$ cat config.mk
export PLATFORM = sky130hd
export DESIGN_NAME = aec_expr_tx
export DESIGN_NICKNAME = d
export VERILOG_FILES = /design/src/rtl/aec_expr_tx.sv
export SDC_FILE = /design/constraint.sdc
export NUM_CORES = 1
export LEC_CHECK = 0
export BUFFER_PORTS_ARGS = -buffer_cell sky130_fd_sc_hd__buf_2
export CAP_MARGIN = 0
export CELL_PAD_IN_SITES_DETAIL_PLACEMENT = 0
export CELL_PAD_IN_SITES_GLOBAL_PLACEMENT = 1
export CORE_MARGIN = 3
export CORE_UTILIZATION = 50
export CTS_CLUSTER_SIZE = 40
export DETAILED_ROUTE_END_ITERATION = 8
export PLACE_DENSITY = 0.87
export SLEW_MARGIN = 20
export SYNTH_ARGS = -nofsm -noshare
export SYNTH_HDL_FRONTEND = slang
export SYNTH_SLANG_ARGS = --single-unit
$ cat constraint.sdc
create_clock -name clk -period 4.3 [get_ports clk]
set_clock_uncertainty 0.2 [all_clocks]
set_input_delay 0.215 -clock clk [delete_from_list [all_inputs] [get_ports clk]]
set_output_delay 0.215 -clock clk [all_outputs]
set_load 0.1 [all_outputs]
$ cat src/rtl/aec_expr_tx.sv
`default_nettype none
// +-----------------------------------------------------------------------+
// | aec_expr_tx : buffers and syntax-checks an AEC infix expression, then   |
// | streams it as ASCII to the calculator and captures its result.          |
// | Revision 1.0 - initial release                                          |
// +-----------------------------------------------------------------------+
module aec_expr_tx #(
  parameter int DEPTH = 16
) (
  input  logic       clk,
  input  logic       rst,
  input  logic       tok_valid,
  input  logic [4:0] tok_code,
  output logic       tok_ready,
  input  logic       start,
  output logic [7:0] ascii_out,
  output logic       ready,
  input  logic       rx_valid,
  input  logic [6:0] rx_result,
  output logic       busy,
  output logic       done,
  output logic       err,
  output logic [6:0] result
);

  localparam int c_AW = (DEPTH > 1) ? $clog2(DEPTH) : 1;

  localparam logic [1:0] c_IDLE = 2'd0;
  localparam logic [1:0] c_SEND = 2'd1;
  localparam logic [1:0] c_WAIT = 2'd2;

  localparam logic [4:0] c_LPAR = 5'd20;
  localparam logic [4:0] c_RPAR = 5'd21;
  localparam logic [4:0] c_EQ   = 5'd25;

  logic [1:0]      r_state;
  logic [4:0]      r_count;
  logic [2:0]      r_depth;
  logic            r_bad;
  logic            r_eq_seen;
  logic            r_last_eq;
  logic            r_cur_eq;
  logic [c_AW-1:0] r_rd_ptr;
  logic [4:0]      r_buf [DEPTH];
  logic [7:0]      r_ascii;
  logic            r_ready;
  logic            r_busy;
  logic            r_done;
  logic            r_err;
  logic [6:0]      r_result;

  logic            w_accept;
  logic            w_code_ok;
  logic            w_tok_bad;
  logic            w_reject;
  logic [4:0]      w_rd_code;
  logic [4:0]      w_first_code;

  function automatic logic [7:0] enc(input logic [4:0] code);
    logic [7:0] v;
    v = 8'h00;
    if (code <= 5'd9) begin
      v = 8'h30 + {3'b000, code};
    end else if (code <= 5'd15) begin
      v = 8'h61 + {3'b000, code} - 8'd10;
    end else begin
      case (code)
        5'd20:   v = 8'h28;
        5'd21:   v = 8'h29;
        5'd22:   v = 8'h2A;
        5'd23:   v = 8'h2B;
        5'd24:   v = 8'h2D;
        5'd25:   v = 8'h3D;
        default: v = 8'h00;
      endcase
    end
    return v;
  endfunction

  assign tok_ready    = (r_state == c_IDLE) && (32'(r_count) < DEPTH) && !start;
  assign w_accept     = tok_valid && tok_ready;
  assign w_code_ok    = (tok_code <= 5'd15) || ((tok_code >= 5'd20) && (tok_code <= 5'd25));
  assign w_tok_bad    = !w_code_ok || r_eq_seen ||
                        ((tok_code == c_RPAR) && (r_depth == 3'd0)) ||
                        ((tok_code == c_LPAR) && (r_depth == 3'd7));
  assign w_reject     = r_bad || (r_count == 5'd0) || (r_depth != 3'd0) || !r_last_eq;
  assign w_rd_code    = r_buf[r_rd_ptr];
  assign w_first_code = r_buf[0];

  // Storage carries no reset: contents are only read below count.
  always_ff @(posedge clk) begin
    if (w_accept) begin
      r_buf[r_count[c_AW-1:0]] <= tok_code;
    end
  end

  always_ff @(posedge clk or posedge rst) begin
    if (rst) begin
      r_state   <= c_IDLE;
      r_count   <= 5'd0;
      r_depth   <= 3'd0;
      r_bad     <= 1'b0;
      r_eq_seen <= 1'b0;
      r_last_eq <= 1'b0;
      r_cur_eq  <= 1'b0;
      r_rd_ptr  <= '0;
      r_ascii   <= 8'h00;
      r_ready   <= 1'b0;
      r_busy    <= 1'b0;
      r_done    <= 1'b0;
      r_err     <= 1'b0;
      r_result  <= 7'd0;
    end else begin
      r_done <= 1'b0;
      r_err  <= 1'b0;
      case (r_state)
        c_IDLE: begin
          if (start) begin
            if (w_reject) begin
              r_err     <= 1'b1;
              r_count   <= 5'd0;
              r_depth   <= 3'd0;
              r_bad     <= 1'b0;
              r_eq_seen <= 1'b0;
              r_last_eq <= 1'b0;
            end else begin
              // First character is presented in the cycle SEND is entered.
              r_state  <= c_SEND;
              r_busy   <= 1'b1;
              r_ready  <= 1'b1;
              r_ascii  <= enc(w_first_code);
              r_cur_eq <= (w_first_code == c_EQ);
              r_rd_ptr <= c_AW'(1);
            end
          end else if (w_accept) begin
            r_count   <= r_count + 5'd1;
            r_last_eq <= (tok_code == c_EQ);
            if (tok_code == c_EQ) r_eq_seen <= 1'b1;
            if (w_tok_bad) r_bad <= 1'b1;
            if (tok_code == c_LPAR) r_depth <= r_depth + 3'd1;
            else if (tok_code == c_RPAR) r_depth <= r_depth - 3'd1;
          end
        end
        c_SEND: begin
          if (r_cur_eq) begin
            r_state <= c_WAIT;
            r_ready <= 1'b0;
            r_ascii <= 8'h00;
          end else begin
            r_ready  <= 1'b1;
            r_ascii  <= enc(w_rd_code);
            r_cur_eq <= (w_rd_code == c_EQ);
            r_rd_ptr <= r_rd_ptr + 1'b1;
          end
        end
        c_WAIT: begin
          if (rx_valid) begin
            r_result  <= rx_result;
            r_done    <= 1'b1;
            r_state   <= c_IDLE;
            r_busy    <= 1'b0;
            r_count   <= 5'd0;
            r_depth   <= 3'd0;
            r_bad     <= 1'b0;
            r_eq_seen <= 1'b0;
            r_last_eq <= 1'b0;
            r_cur_eq  <= 1'b0;
          end
        end
        default: begin
          r_state <= c_IDLE;
          r_busy  <= 1'b0;
          r_ready <= 1'b0;
          r_ascii <= 8'h00;
        end
      endcase
    end
  end

  assign ascii_out = r_ascii;
  assign ready     = r_ready;
  assign busy      = r_busy;
  assign done      = r_done;
  assign err       = r_err;
  assign result    = r_result;

endmodule
`default_nettype wire

Word-level counts from Yosys, hierarchy flattened
Memories as Yosys holds them, arrays and structs flattened. Cells that the tools add are included.

Bits in registers: 37. RAM bits: 80. Output and inout port bits: 20. Memories: 1.

$add $sub $neg: 10. $lt $le $gt $ge: 8. Equality and inequality tests: 28. Mux-type cells: 60. Bitwise gates (word level): 2. Reductions and logical operators: 33.

Memories: r_buf (depth 16, bits a word 5, read ports 2, clocked after memory_dff 0, write ports 1, line 44) `logic [4:0] r_buf [DEPTH];`.

Operators with widths (count): $eq 5x5->1 const B (15); $pmux 6 s6 (2); $mux 8 (7); $le 5x4->1 const B (5); $pmux 8 s3 (1); $mux 1 (23); $mux 5 (4); $reduce_and 4->1 (5); $mux 3 (6); $add 7x5->8 const A (2); $sub 8x4->8 const B (2); $reduce_and 5->1 (3); $add 6x5->7 const A (2); $mux 4 (3); $ne 2x2->1 const B (5); $pmux 5 s2 (1); $ne 3x3->1 const B (3); $pmux 1 s3 (3); $mux 2 (4); $pmux 4 s2 (1); $logic_or 1x1->1 (7); $logic_and 1x1->1 (6); $pmux 1 s2 (3); $pmux 2 s3 (1); other kinds (22) (27).

Logic depth before layout (Yosys ltp)
Word-level depth: 11. Mapped depth: 14.

Worst setup path after synthesis
Ideal clock, no wire load.

Path kind: reg-to-reg. Start: register r_state[0]. End: memory r_buf[1][0], enable pin. Library setup time: 0.374 ns. Data arrival time: 4.044 ns. Slack: -0.318 ns. Stages on the path, launching flop included: 8. Clock period less this slack: 4.618 ns. Cell sequence: dfrtp_1 inv_1 ha_1 clkbuf_1 nor3b_1 and2_1 nand2_1 nor3_1.

Cells in the longest elaborated chain, start to end: 6.

Ends and longest elaborated chain: from (decl) (line 36) `logic [1:0] r_state;`; from (signal assigned) (line 99) `r_state <= c_IDLE;`; from (signal assigned) (line 128) `r_state <= c_SEND;`; from (signal assigned) (line 146) `r_state <= c_WAIT;`; $logic_not 2->1 (line 80) `assign tok_ready = (r_state == c_IDLE) && (32'(r_count) < DEPTH) && !start;`; $logic_and 1x1->1 (2 in a row) (line 80); net tok_ready (line 14) `output logic tok_ready,`; $logic_and 1x1->1 (line 81) `assign w_accept = tok_valid && tok_ready;`; $mux 1 (line 92) `if (w_accept) begin`; $mux 1 (not written as such) (line 93) `r_buf[r_count[c_AW-1:0]] <= tok_code;`; to (decl) (line 44).

The timed path passes the listed nets, and every way through them passes these cells.

Final worst setup path
Start: register r_rd_ptr[0]. End: register r_ascii[1] (netlist: ascii_out[1]).

Cells in the longest elaborated chain, start to end: 7. Elaborated cells on any way between the ends: 17. Those cells by class: 3 x add/sub; 2 x order compare; 6 x eq/ne; 5 x mux; 1 x memory.

Ends and longest elaborated chain: from (decl) (line 43) `logic [c_AW-1:0] r_rd_ptr;`; from (signal assigned) (line 133) `r_rd_ptr <= c_AW'(1);`; from (signal assigned) (line 153) `r_rd_ptr <= r_rd_ptr + 1'b1;`; $mem_v2 16x5 (*); $add 7x5->8 / $eq 5x5->1 (equally long branches) (line 65, 67); $sub 8x4->8 / $pmux 6 s6 (equally long branches) (line 65, 67); $mux 8 (line 64) `end else if (code <= 5'd15) begin`; $mux 8 (*) (line 62) `if (code <= 5'd9) begin`; $mux 8 (*) (line 145) `if (r_cur_eq) begin`; $pmux 8 s3 (*) (line 116) `case (r_state)`; to (signal assigned) (line 131) `r_ascii <= enc(w_first_code);`; to (signal assigned) (line 151) `r_ascii <= enc(w_rd_code);`; to (decl) (line 45) `logic [7:0] r_ascii;`.

Mark *: on every way between the ends. The rest lies on a longest branch, timed or not. A chain may end at the register's enable or synchronous reset.

==> metrics.txt <==
Net Sw Frac=42.56%; fraction of layout cells with a size suffix above 1=19.55%; EDFF count, synth=80; Synth Register Bits=116; post-synthesis sequential area ratio=57.96%; Sink Count=116; first-pass GRT wire length=20,660 um; NetSw=2200 uW; Main synth FF type=edfxtp_1; I/O Buffers=35; RSZ-0062 raised after global routing=false; post-CTS sizing=0; HPWL Detailed=8412 um; Worst EP arrival=3.67 ns; final core occ=60.54%; synth warn=0; DRT iter0 DRCs=282; initial antenna violation count=0; Internal Pwr Total=2969 uW; fin nets=516; CP Class=reg2reg; Slew @ Worst Pin=1.001 ns; # diodes=0; clk root buf=clkbuf_16; row count=38; Fill cells=825; Buf/Inv on CP=2; worst-path maximum fanout=9; status=complete, no violations; Tmin final=3.563 ns; Post-Route WL=12,870 um; DIE AREA=12,720 sq um; Synth cell types=62; sequential share of power=29.4%; Clock Tree Buf Depth=2; max incr delay on CP=0.61 ns; Worst Hold Class=in2reg; area grow syn2layout=16.66%; top-count cell post-synth=edfxtp_1; static leakage=0.002558 uW; largest cells by area after synthesis=edfxtp_1, dfrtp_1, mux4_1, ha_1, nor2_1; Slowest-stage cell, CP=dfrtp_1; Worst IR Drop VDD=0.5469 mV; DR vias/cell=6.011; Synth async-reset ratio=31.03%; fmax=280.6 MHz; chip height=112.8 um; CTS clock-pin slew for the worst setup and hold paths=0.06 ns; Hold Fails Final Rpt=0; 1st-pass router iterations=5; vias in the first global route=3,754; Post-synth top cells=edfxtp_1, nor2_1, dfrtp_1, nand2_1; core area=10,980 sq um; period utilization=82.87%; crit-path cells=buf_4 -> mux4_1 -> a22oi_1 -> and2_1 -> inv_1 -> ha_1 -> a31oi_1 -> o21ai_2 -> a31o_2 -> a221oi_1; grt total ovfl=0; area leader, netlist=edfxtp_1; Max-Slew Margin vs Limit=32.99%; pin count of the biggest net entering global routing=37; CTS buffer count=17; Initial Util=51.89%; endpoints failing setup=0; max-slew violation count=0; CP Launch Type=register; Mapped Cells=431; Die Width=112.8 um; Mean Syn Cell Area=13.22 sq um; # DRC=0; Yosys top cell area share=42.15%; critical path's top delay family=compound AO/OA/AOI/OAI gates; Post-Syn Area=5699 sq um; number of routed nets with antenna violations=0; H-tree depth=4; GRT Total Usage=21.28%; Vias=3,793; wire per inst=20.39 um; CTS tree=yes; Worst Setup End Kind=register; clk_lat worst skew=0.41 ns; Mapped Nets=468; cell area power density=777.3 nW/um^2; setup_tns=0 ns; part of the power in the clock network=27.1%; part of the power in combinational logic=43.5%; GP Congestion=0.7996; IO Count=37; CP required=4.41 ns; Max-Cap Viols=0
==> state kept, by name, summed over array words and instances (netlist names) <==
name       flops
ascii_out      7
r_last_eq      1
r_buf         80
r_eq_seen      1
result         7
busy           1
done           1
r_state        2
r_rd_ptr       4
r_count        5
err            1
r_depth        3
ready          1
r_bad          1
r_cur_eq       1
==> cell usage in the layout, fill, tap and decap left out, types with 5 or more instances in the layout <==
cell type	count
and2_1	6
inv_1	19
nand2b_1	11
mux4_2	6
edfxtp_1	80
a221oi_1	5
nand3_1	10
clkbuf_16	17
mux4_1	13
o211ai_1	5
dfrtp_1	36
buf_2	35
ha_1	19
nor3_1	12
a22o_1	5
o21ai_0	14
dlygate4sd3_1	9
a21oi_1	14
nand2_1	31
nor2b_1	8
mux2_2	11
o31ai_1	5
nor2_1	40
==> cells by family (layout without fill, tap and decap cells) <==
kind of cell	after synthesis	after routing	synth area share, %
AOI/OAI and AO/OA	93	93	12.05
xor gates and xnor gates	2	2	0.3074
and+or+nand+nor	127	127	10.63
muxes	33	33	11.06
other	1	1	0.06580
buffers and inverters	39	99	3.403
adders and majority gates	20	20	4.523
DFF	116	116	57.96
==> cell type report <==
cell class	count	area [sq um]	area share (%)
Multi-Input combinational cell	276	2207	33.20
Clock buffer	18	429.2	6.455
Sequential cell	116	3303	49.68
Clock inverter	13	161.4	2.428
Timing Repair Buffer	48	295.3	4.441
Tap cell	140	175.2	2.635
Inverter	20	77.57	1.167
==> repair_timing <==
item	4_1_cts	5_1_grt
hold endpoints to repair	44	0
buffers inserted	0	0
hold buffers	9	0
==> per-layer routing <==
metal	routed length (um)	share of wire [%]	track usage (%)
met1	5464	42	27.92
met3	691	5.4	5.775
met2	6583	51	35.23
met4	127	0.99	5.929
met5	0	0	0
==> power by group through the flow <==
stage / Clock, uW / Sequential (uW) / Combinational (uW)
final: 1400 / 1520 / 2250
after global routing: 1480 / 1540 / 2430
after CTS: 1410 / 1520 / 2240
after detailed placement: 0 / 1540 / 2220
after global placement: 0 / 1520 / 2170
after floorplan: 0 / 2030 / 1310
==> final timing paths <==
path / startpoint / end / slack (ns) / cells after the start
setup / recovery: r_rd_ptr[0] / ascii_out[1] / 0.74 / 10
hold / removal: tok_code[2] / r_buf[11][2] / 0.02 / 1
setup reg to reg: r_rd_ptr[0] / ascii_out[1] / 0.74 / 10
hold reg to reg: result[4] / result[4] / 0.30 / 1
max in group asynchronous: rst / ascii_out[3] / 3.29 / 4
min in group asynchronous: rst / result[2] / 0.27 / 4
==> stage by stage <==
stage	area (sq um)	instances	hold WS (ns)	setup slack, ns	power (uW)
floorplan	5704	431	0.1139	0.7863	3337
global placement	5968	591	0.1432	0.8748	3692
detailed placement	5968	591	0.1650	0.7301	3751
CTS	6649	631	0.01345	0.7117	5171
global route	6649	631	0.03003	0.4406	5452
finish	6649	631	0.01921	0.7367	5168
(Power assumes the default switching activity.)
